`src/rtl/ila_pkg.sv`:
```
// +----------------------------------------------------------------------------+
// | ila_pkg : shared ILA types and address-width helper                         |
// | Revision: 1.0                                                               |
// +----------------------------------------------------------------------------+
`default_nettype none

package ila_pkg;

   typedef enum logic [1:0] {
      IDLE  = 2'd0,
      READ  = 2'd1,
      DRAIN = 2'd2
   } ila_state_t;

   // Writer and reader both size their address buses through this.
   function automatic int ila_addr_w(input int depth);
      return (depth < 2) ? 1 : $clog2(depth);
   endfunction

endpackage

`default_nettype wire

```
`src/rtl/ila_ram_reader_if.sv`:
```
// +----------------------------------------------------------------------------+
// | ila_ram_reader_if : RAM read port plus AXI-Stream output of the ILA reader  |
// | Revision: 1.0                                                               |
// +----------------------------------------------------------------------------+
`default_nettype none

interface ila_ram_reader_if
   import ila_pkg::*;
#(
   parameter int RAM_WIDTH = 64,
   parameter int RAM_DEPTH = 512
);
   localparam int ADDR_W = ila_addr_w(RAM_DEPTH);

   logic [ADDR_W-1:0]    ram_addr;
   logic                 ram_we;
   logic [RAM_WIDTH-1:0] ram_dout;
   logic [RAM_WIDTH-1:0] m_tdata;
   logic                 m_tvalid;
   logic                 m_tready;
   logic                 m_tlast;

   modport master (
      output ram_addr,
      output ram_we,
      input  ram_dout,
      output m_tdata,
      output m_tvalid,
      output m_tlast,
      input  m_tready
   );

   modport slave (
      input  ram_addr,
      input  ram_we,
      output ram_dout,
      input  m_tdata,
      input  m_tvalid,
      input  m_tlast,
      output m_tready
   );

endinterface

`default_nettype wire

```
`src/rtl/ila_skid_fifo.sv`:
```
// +----------------------------------------------------------------------------+
// | ila_skid_fifo : 2-entry FIFO with registered head, absorbs RAM read latency |
// | Revision: 1.0                                                               |
// +----------------------------------------------------------------------------+
`default_nettype none

module ila_skid_fifo #(
   parameter int WIDTH = 64
) (
   input  wire logic             clk,
   input  wire logic             rst_n,
   input  wire logic             push,
   input  wire logic [WIDTH-1:0] din,
   input  wire logic             pop,
   output logic      [WIDTH-1:0] dout,
   output logic                  valid,
   output logic      [1:0]       count
);

   logic [WIDTH-1:0] r_head;
   logic [WIDTH-1:0] r_tail;
   logic [1:0]       r_count;
   logic             w_pop;
   logic             w_push;

   assign w_pop  = pop && (r_count != 2'd0);
   assign w_push = push && ((r_count != 2'd2) || w_pop);

   // r_head is always the oldest entry, so the output never passes through a mux.
   always_ff @(posedge clk) begin
      if (!rst_n) begin
         r_head  <= '0;
         r_tail  <= '0;
         r_count <= 2'd0;
      end else begin
         case ({w_push, w_pop})
            2'b10: begin
               if (r_count == 2'd0) r_head <= din;
               else                 r_tail <= din;
               r_count <= r_count + 2'd1;
            end
            2'b01: begin
               r_head  <= r_tail;
               r_count <= r_count - 2'd1;
            end
            2'b11: begin
               if (r_count == 2'd1) begin
                  r_head <= din;
               end else begin
                  r_head <= r_tail;
                  r_tail <= din;
               end
            end
            default: begin
            end
         endcase
      end
   end

   assign dout  = r_head;
   assign valid = (r_count != 2'd0);
   assign count = r_count;

endmodule

`default_nettype wire

```
`src/rtl/ila_ram_reader.sv`:
```
// +----------------------------------------------------------------------------+
// | ila_ram_reader : streams N samples from the circular ILA RAM as AXI-Stream  |
// | Revision: 1.0                                                               |
// +----------------------------------------------------------------------------+
`default_nettype none

module ila_ram_reader
   import ila_pkg::*;
#(
   parameter int RAM_WIDTH = 64,
   parameter int RAM_DEPTH = 512
) (
   input  wire logic                              clk,
   input  wire logic                              rst_n,
   input  wire logic                              start,
   input  wire logic [ila_addr_w(RAM_DEPTH)-1:0]  start_addr,
   input  wire logic [ila_addr_w(RAM_DEPTH):0]    num_samples,
   output logic                                   busy,
   output logic                                   done,
   ila_ram_reader_if.master                       bus
);

   localparam int ADDR_W = ila_addr_w(RAM_DEPTH);
   localparam int CNT_W  = ADDR_W + 1;
   localparam logic [CNT_W-1:0]  c_depth     = CNT_W'(RAM_DEPTH);
   localparam logic [ADDR_W-1:0] c_last_addr = ADDR_W'(RAM_DEPTH - 1);

   ila_state_t       r_state;
   ila_state_t       w_state_next;
   logic [CNT_W-1:0] r_n;
   logic [CNT_W-1:0] r_issued;
   logic [CNT_W-1:0] r_beats;
   logic [ADDR_W-1:0] r_addr;
   logic             r_inflight;
   logic             r_done;

   logic             w_issue;
   logic             w_load;
   logic             w_finish;
   logic             w_pop;
   logic             w_drained;
   logic             w_last_beat;
   logic [CNT_W-1:0] w_n_clamped;
   logic [2:0]       w_occupancy;
   logic [1:0]       w_fifo_count;
   logic             w_fifo_valid;
   logic [RAM_WIDTH-1:0] w_fifo_dout;

   assign w_n_clamped = (num_samples > c_depth) ? c_depth : num_samples;
   assign w_pop       = w_fifo_valid && bus.m_tready;
   // Entries the FIFO will hold after this cycle, counting the read already in flight.
   assign w_occupancy = {1'b0, w_fifo_count} + {2'b00, r_inflight} - {2'b00, w_pop};
   assign w_drained   = (w_occupancy == 3'd0);
   assign w_last_beat = ((r_beats + CNT_W'(1)) == r_n);

   always_ff @(posedge clk) begin
      if (!rst_n) r_state <= IDLE;
      else        r_state <= w_state_next;
   end

   always_comb begin
      w_state_next = r_state;
      w_issue      = 1'b0;
      w_load       = 1'b0;
      w_finish     = 1'b0;
      case (r_state)
         IDLE: begin
            if (start) begin
               if (w_n_clamped != '0) begin
                  w_load       = 1'b1;
                  w_state_next = READ;
               end else begin
                  w_finish = 1'b1;
               end
            end
         end
         READ: begin
            if (r_issued != r_n) w_issue = (w_occupancy < 3'd2);
            else                 w_state_next = DRAIN;
         end
         DRAIN: begin
            if (w_drained) begin
               w_finish     = 1'b1;
               w_state_next = IDLE;
            end
         end
         default: w_state_next = IDLE;
      endcase
   end

   always_ff @(posedge clk) begin
      if (!rst_n) begin
         r_n        <= '0;
         r_issued   <= '0;
         r_beats    <= '0;
         r_addr     <= '0;
         r_inflight <= 1'b0;
         r_done     <= 1'b0;
      end else begin
         r_done     <= w_finish;
         r_inflight <= w_issue;
         if (w_load) begin
            r_n      <= w_n_clamped;
            r_addr   <= start_addr;
            r_issued <= '0;
            r_beats  <= '0;
         end else begin
            if (w_issue) begin
               r_issued <= r_issued + CNT_W'(1);
               r_addr   <= (r_addr == c_last_addr) ? '0 : r_addr + ADDR_W'(1);
            end
            if (w_pop) r_beats <= r_beats + CNT_W'(1);
         end
      end
   end

   ila_skid_fifo #(
      .WIDTH (RAM_WIDTH)
   ) u_fifo (
      .clk   (clk),
      .rst_n (rst_n),
      .push  (r_inflight),
      .din   (bus.ram_dout),
      .pop   (w_pop),
      .dout  (w_fifo_dout),
      .valid (w_fifo_valid),
      .count (w_fifo_count)
   );

   assign busy         = (r_state != IDLE);
   assign done         = r_done;
   assign bus.ram_addr = r_addr;
   assign bus.ram_we   = 1'b0;
   assign bus.m_tdata  = w_fifo_dout;
   assign bus.m_tvalid = w_fifo_valid;
   assign bus.m_tlast  = w_fifo_valid && w_last_beat;

endmodule

`default_nettype wire

```
`src/flat_wrapper.sv`:
```
// flat-port wrapper written by rule: the top's interface ports become plain ports
module ila_ram_reader_flat import ila_pkg::*;
#(
   parameter int RAM_WIDTH = 64,
   parameter int RAM_DEPTH = 512
)
  (clk, rst_n, start, start_addr, num_samples, busy, done, bus_ram_addr, bus_ram_we, bus_ram_dout, bus_m_tdata, bus_m_tvalid, bus_m_tlast, bus_m_tready);
  ila_ram_reader_if #(.RAM_WIDTH(RAM_WIDTH), .RAM_DEPTH(RAM_DEPTH)) bus_i ();
  input  wire logic clk;
  input  wire logic rst_n;
  input  wire logic start;
  input  wire logic [ila_addr_w(RAM_DEPTH)-1:0] start_addr;
  input  wire logic [ila_addr_w(RAM_DEPTH):0] num_samples;
  output logic busy;
  output logic done;
  output wire logic [$bits(bus_i.ram_addr)-1:0] bus_ram_addr;
  output wire logic [$bits(bus_i.ram_we)-1:0] bus_ram_we;
  input wire logic [$bits(bus_i.ram_dout)-1:0] bus_ram_dout;
  output wire logic [$bits(bus_i.m_tdata)-1:0] bus_m_tdata;
  output wire logic [$bits(bus_i.m_tvalid)-1:0] bus_m_tvalid;
  output wire logic [$bits(bus_i.m_tlast)-1:0] bus_m_tlast;
  input wire logic [$bits(bus_i.m_tready)-1:0] bus_m_tready;
  assign bus_ram_addr = bus_i.ram_addr;
  assign bus_ram_we = bus_i.ram_we;
  assign bus_i.ram_dout = bus_ram_dout;
  assign bus_m_tdata = bus_i.m_tdata;
  assign bus_m_tvalid = bus_i.m_tvalid;
  assign bus_m_tlast = bus_i.m_tlast;
  assign bus_i.m_tready = bus_m_tready;
  ila_ram_reader #(.RAM_WIDTH(RAM_WIDTH), .RAM_DEPTH(RAM_DEPTH)) u_core (.clk(clk), .rst_n(rst_n), .start(start), .start_addr(start_addr), .num_samples(num_samples), .busy(busy), .done(done), .bus(bus_i));
endmodule
```
`config.mk`:
```
export PLATFORM = sky130hd
export DESIGN_NAME = ila_ram_reader_flat
export DESIGN_NICKNAME = d
export VERILOG_FILES = /design/src/rtl/ila_pkg.sv /design/src/rtl/ila_ram_reader_if.sv /design/src/rtl/ila_skid_fifo.sv /design/src/rtl/ila_ram_reader.sv /design/src/flat_wrapper.sv
export SDC_FILE = /design/constraint.sdc
export NUM_CORES = 1
export LEC_CHECK = 0
export CAP_MARGIN = 20
export CORE_ASPECT_RATIO = 1.2
export CORE_UTILIZATION = 45
export CTS_CLUSTER_SIZE = 24
export DETAILED_ROUTE_END_ITERATION = 6
export DONT_BUFFER_PORTS = 1
export SETUP_SLACK_MARGIN = 0.3
export SLEW_MARGIN = 20
export SYNTH_ARGS = -nofsm -noshare
export SYNTH_HDL_FRONTEND = slang
export SYNTH_SLANG_ARGS = --single-unit
```
`constraint.sdc`:
```
create_clock -name clk -period 4.55 [get_ports clk]
set_clock_uncertainty 0.15 [all_clocks]
set_input_delay 0.91 -clock clk [delete_from_list [all_inputs] [get_ports clk]]
set_output_delay 0.91 -clock clk [all_outputs]
set_load 0.02 [all_outputs]
```
### Yosys cells after proc, flatten, opt, wreduce, memory -nomap -nowiden

Index checks and enable logic that the tools add are counted.
W data, S select, Z words.

| operators by class | value |
|---|---|
| bitwise operators | 1 |
| $lt $le $gt $ge | 2 |
| mux-type cells | 25 |
| eq/ne operators | 17 |
| add/sub/neg operators | 7 |
| reduce and logical (&&, ||, !) cells | 19 |

Operators with widths:

| cell | number |
|---|---|
| $mux W64 | 4 |
| $pmux W64 S3 | 1 |
| $pmux W64 S2 | 1 |
| $mux W9 | 3 |
| $add A10 B1 Y10 const B | 2 |
| $ne A2 B2 Y1 const B | 6 |
| $eq A10 B10 Y1 | 1 |
| $gt A10 B10 Y1 const B | 1 |
| $mux W10 | 1 |
| $ne A10 B10 Y1 | 1 |
| $reduce_bool A10 Y1 | 1 |
| $reduce_bool A2 Y1 | 5 |
| $add A9 B1 Y9 const B | 1 |
| $eq A9 B9 Y1 const B | 1 |
| $mux W1 | 8 |
| $mux W2 | 4 |
| $eq A2 B1 Y1 const B | 3 |
| $eq A2 B2 Y1 const B | 3 |
| $pmux W2 S3 | 1 |
| $logic_and A1 B1 Y1 | 4 |
| $logic_not A2 Y1 | 2 |
| $ne A2 B1 Y1 const B | 2 |
| $pmux W2 S2 | 1 |
| $reduce_and A4 Y1 | 1 |
| 13 further kinds | 13 |

| word-level totals | value |
|---|---|
| register bits | 173 |
| word-level logic and storage cells | 81 |
| bits of input ports | 87 |

### Longest topological paths before layout

| logic depth | value |
|---|---|
| depth after elaboration | 8 |
| mapped depth | 17 |
| gate-level depth less buffers | 14 |

### Modules after synthesis

Synthesis repeated with hierarchy kept, for this count alone.

| second synthesis, totals | value |
|---|---|
| cell total of the unflattened synthesis | 947 |
| area total of the unflattened synthesis | 7775.0 um^2 |

By module, submodules not included:

| module | cells each | times used | area each (um^2) | sequential area each (um^2) |
|---|---|---|---|---|
| ila_skid_fifo | 657 | 1 | 5335.1 | 2602.5 |
| ila_ram_reader | 290 | 1 | 2439.8 | 860.8 |

### Worst setup path after synthesis

No wires, ideal clock.

| timing | value |
|---|---|
| kind | in2reg |
| start | input bus_m_tready |
| end | register u_core.r_addr[4] (netlist: u_core.bus.ram_addr[4]) |
| data arrival time | 3437 ps |
| buffers on the path | 1 |
| stages on the path | 11 |
| library setup time | 74 ps |
| path slack | 889 ps |
| path through | nand2_1 -> inv_2 -> clkbuf_1 -> ha_1 -> inv_1 -> ha_1 -> fa_1 -> nor4b_4 -> o31ai_2 -> or4b_1 -> a31oi_1 |

| between the ends | value |
|---|---|
| longest elaborated chain between the ends | 6 |

RTL lines:

| what | line | source |
|---|---|---|
| start, declared | flat_wrapper.sv:22 | `input wire logic [$bits(bus_i.m_tready)-1:0] bus_m_tready;` |
| $logic_and A1 B1 Y1 | ila_ram_reader.sv:50 | `assign w_pop = w_fifo_valid && bus.m_tready;` |
| via u_core.u_fifo.pop | ila_skid_fifo.sv:14 | `input wire logic pop,` |
| $sub A3 B1 Y3 | ila_ram_reader.sv:52 | `assign w_occupancy = {1'b0, w_fifo_count} + {2'b00, r_inflight} - {2'b00, w_pop};` |
| $lt A3 B2 Y1 | ila_ram_reader.sv:78 | `if (r_issued != r_n) w_issue = (w_occupancy < 3'd2);` |
| $mux W1 | ila_ram_reader.sv:78 |  |
| $mux W1 | ila_ram_reader.sv:66 | `case (r_state)` |
| $reduce_bool A2 Y1 (no source line) | n/a |  |
| end signal, assigned | ila_ram_reader.sv:104 | `r_addr <= start_addr;` |
| end signal, assigned | ila_ram_reader.sv:110 | `r_addr <= (r_addr == c_last_addr) ? '0 : r_addr + ADDR_W'(1);` |
| end, declared | ila_ram_reader.sv:33 | `logic [ADDR_W-1:0] r_addr;` |

The timed path passes the listed nets, and every way through them passes these cells.
A chain may end at the register's enable or synchronous reset.

### Worst setup path after layout

| timing | value |
|---|---|
| start | register u_core.u_fifo.r_count[1] (netlist: u_core.u_fifo.count[1]) |
| end | register u_core.r_issued[3] |

| between the ends | value |
|---|---|
| longest elaborated chain between the ends | 6 |
| elaborated cells between the ends (all ways) | 7 |
| those cells by class | add/sub: 2; order compare: 1; mux: 2; reduce/logical: 2 |

RTL lines:

| what | line | source |
|---|---|---|
| start, declared | ila_skid_fifo.sv:22 | `logic [1:0] r_count;` |
| start signal, assigned | ila_skid_fifo.sv:40 | `r_count <= r_count + 2'd1;` |
| start signal, assigned | ila_skid_fifo.sv:44 | `r_count <= r_count - 2'd1;` |
| $reduce_bool A2 Y1 | ila_skid_fifo.sv:61 | `assign valid = (r_count != 2'd0);` |
| via bus_m_tvalid | flat_wrapper.sv:20 | `output wire logic [$bits(bus_i.m_tvalid)-1:0] bus_m_tvalid;` |
| $logic_and A1 B1 Y1 | ila_ram_reader.sv:50 |  |
| $sub A3 B1 Y3 | ila_ram_reader.sv:52 |  |
| $lt A3 B2 Y1 | ila_ram_reader.sv:78 |  |
| $mux W1 | ila_ram_reader.sv:78 |  |
| $mux W1 | ila_ram_reader.sv:66 |  |
| end signal, assigned | ila_ram_reader.sv:109 | `r_issued <= r_issued + CNT_W'(1);` |
| end, declared | ila_ram_reader.sv:31 | `logic [CNT_W-1:0] r_issued;` |

The timed path passes the listed nets, and every way through them passes these cells.

==> impl_metrics.csv <==
group,metric,value,unit
logic_synthesis,synth_common_cells,"dfxtp_1, nand2_1, nor2_1",
timing,fin_crit_sh,87.9,%
clock_network,cts_root_buffer,"clkbuf_16",
clock_network,clkSinkCount,173,
route,vias,5945,
placement,dp.cells,1025,
global_route,track_usage,20.3,%
route,drt_pass1_iterations,4,
global_route,grt_pass1_vias,5548,
logic_synthesis,netlist.top_cell.by_area,"dfxtp_1",
logic_synthesis,ys_types,59,
logic_synthesis,synthCells,866,
timing,slew_viol_final,0,
layout,antenna_cells,0,
layout,drive_gt1_share,7.32,%
placement,dpl_cell_area,7650,um2
setup_path,cp.required,4.74,ns
job,drv_cap,0,
logic_synthesis,syn_avg_cell_area,8.77,um2
timing,fin_crit,4.00,ns
logic_synthesis,synth_top_family_by_area,"simple AND/OR/NAND/NOR gates",
placement,port_buffers,0,
logic_synthesis,synth_top_flop_cell,"dfxtp_1",
placement,dp_hpwl,12.4,mm
timing,worst_pin_slew,1.14,ns
timing,setup_tns,0,ns
pwr,power.density,613,nW/um2
layout,fin_nets,931,
global_route,gr-total-overflow,0,
global_route,grt_max_degree,86,
logic_synthesis,synth-seq-cells,173,
logic_synthesis,synthesis.nets,963,
clock_network,cts_tree,"built",
route,wl,18.0,mm
clock_network,htree_levels,4,
clock_network,clock_path_buffers,2,
global_route,grt_pass1_wl,27.9,mm
floorplan,die_area,17400,um2
worst_hold_path,hold_class,"flop to flop",
logic_synthesis,async_reset_ff_share,0,%
route,drt_iter0_drc,358,
setup_path,critical_path_class,"flop to flop",
setup_path,worstSetupStartpointType,"flop",
logic_synthesis,synth_area,7590,um2
setup_path,worst_setup_path_end_kind,"flop",
run_status,status,"completed",
timing,hold-worst-slack,0.304,ns
route,wl_per_cell,17.0,um
global_route,grt_antenna_before_repair,0,
pwr,power_leakage,0.00315,uW
floorplan,floorplan.initialDensity,46.5,%
logic_synthesis,synth_compound_area_share,16.9,%
route,vias_per_cell,5.61,
logic_synthesis,synth-edff-count,0,
layout,layoutNonFillerInstCount,1059,
logic_synthesis,ys_warn_count,0,
logic_synthesis,synthXorXnorAreaFrac,4.02,%
timing,setup_ws,0.551,ns
timing,max_freq,250,MHz
logic_synthesis,synth_top_area_share,45.6,%
layout,syn_to_final_growth,8.35,%
logic_synthesis,yosys.area_share.adder,1.75,%
logic_synthesis,ys_seq_area_share,45.6,%
floorplan,die_y,144,um
floorplan,row_count,51,
timing,rsz0062_at_grt,"no",
layout,stdcell_area,8230,um2
pwr,ir_worst_vdd,319,uV
placement,dp_slack,0.429,ns
logic_synthesis,yosys.area_share.simple,18.3,%
logic_synthesis,muxShareOfSynthArea,8.70,%
placement,gp_congestion,0.867,
timing,setup_viol,0,
route,drc,0,
clock_network,insertion_delay,0.43,ns
setup_path,reg2reg_from,"u_core.u_fifo.count[1]",
floorplan,ios,165,
timing,final_hold_viol_count,0,
logic_synthesis,synth_area_leaders,"dfxtp_1, mux2i_1, nand2_1, a211oi_1, a21oi_1",
setup_path,startpoint,"u_core.u_fifo.count[1]",
clock_network,cts_buffers,17,
floorplan,core,16300,um2
clock_network,path_clk_slew,0.07,ns
setup_path,crit_arrival,4.19,ns
timing,slew_headroom,23.5,%
worst_hold_path,hold_path.startpoint,"u_core.u_fifo.r_tail[33]",
floorplan,dieWidth,121,um
setup_path,cp_max_fo,15,
layout,fillers,1521,
route,ant_nets,0,
logic_synthesis,post-synth-top-count-cell,"dfxtp_1",
==> power breakdown <==
group | switching [uW] | total [uW] | internal [uW]
registers | 617 | 2460 | 1850
logic | 730 | 1200 | 474
clock network | 607 | 1380 | 773
==> cells in the final DEF, fill, tap and decap left out, drive strengths merged, types with 9 or more instances in the layout <==
| cell type | n |
|---|---|
| dfxtp | 173 |
| nand2 | 151 |
| nor2 | 92 |
| a21oi | 83 |
| mux2i | 66 |
| a211oi | 65 |
| o21ai | 23 |
| xnor2 | 20 |
| clkbuf | 20 |
| nand3 | 15 |
| xor2 | 14 |
| inv | 14 |
| and3 | 10 |
| or3 | 9 |
| ha | 9 |
==> final cells by class <==
cell class	count	area, um2	area share, %
Timing Repair Buffer	8	72.6	0.882
Inverter	11	46.3	0.563
Tap cell	212	265	3.22
Clock inverter	12	111	1.35
Multi-Input combinational cell	623	3820	46.5
Sequential cell	173	3460	42.1
Clock buffer	20	447	5.43
==> layer usage <==
metal	part of all wire, %	global-route usage, %
met5	0	0
met4	2.2	9.16
met3	6.5	5.56
met2	49	34.3
met1	43	24.1
==> registers in the layout (all words and copies together), names as in the netlist <==
signal	count
u_core.u_fifo.dout	64
u_core.u_fifo.r_tail	64
u_core.r_beats	10
u_core.r_issued	10
u_core.r_n	10
u_core.bus.ram_addr	9
u_core.r_state	2
u_core.u_fifo.count	2
u_core.done	1
u_core.r_inflight	1
==> repair_timing <==
action / CTS / global route
hold buffers: 0 / 0
buffers inserted: 0 / 1
setup endpoints to repair: 0 / 11
gates resized for setup: 0 / 1
==> kinds of logic after synthesis <==
logic type	count (synthesis)
xor+xnor	34
simple gates	311
mux	66
buf+inv	71
compound gates	200
flops	173
other cells	1
fa+ha+maj	10
==> through the flow <==
stage | total power [uW] | util [%]
floorplan | 3410 | -
global placement | 3630 | 46.7
detailed placement | 3700 | 46.8
CTS | 5080 | 50.2
global route | 5340 | 50.4
finish | 5050 | 50.4
==> path summary, 6_finish.rpt <==
kind,end,slack (ns),cells past startpoint
worst max register to register,u_core.r_issued[3],0.55,15
worst min register to register,u_core.u_fifo.r_tail[33],0.30,2
worst min-delay path,u_core.u_fifo.r_tail[33],0.30,2
worst max-delay path,u_core.r_issued[3],0.55,15
==> worst max-delay path: stages (launching register included) <==
cell	delay [ns]
dfxtp_1	0.38
inv_1	0.13
ha_1	0.22
inv_2	0.21
nand2_1	0.25
inv_4	0.23
ha_1	0.16
inv_1	0.05
ha_1	0.20
fa_1	0.39
xnor2_1	0.18
nor4b_4	0.41
o31ai_4	0.24
buf_4	0.22
or3_1	0.35
a21oi_1	0.15
Note: power is estimated with default switching activity, not from simulation.
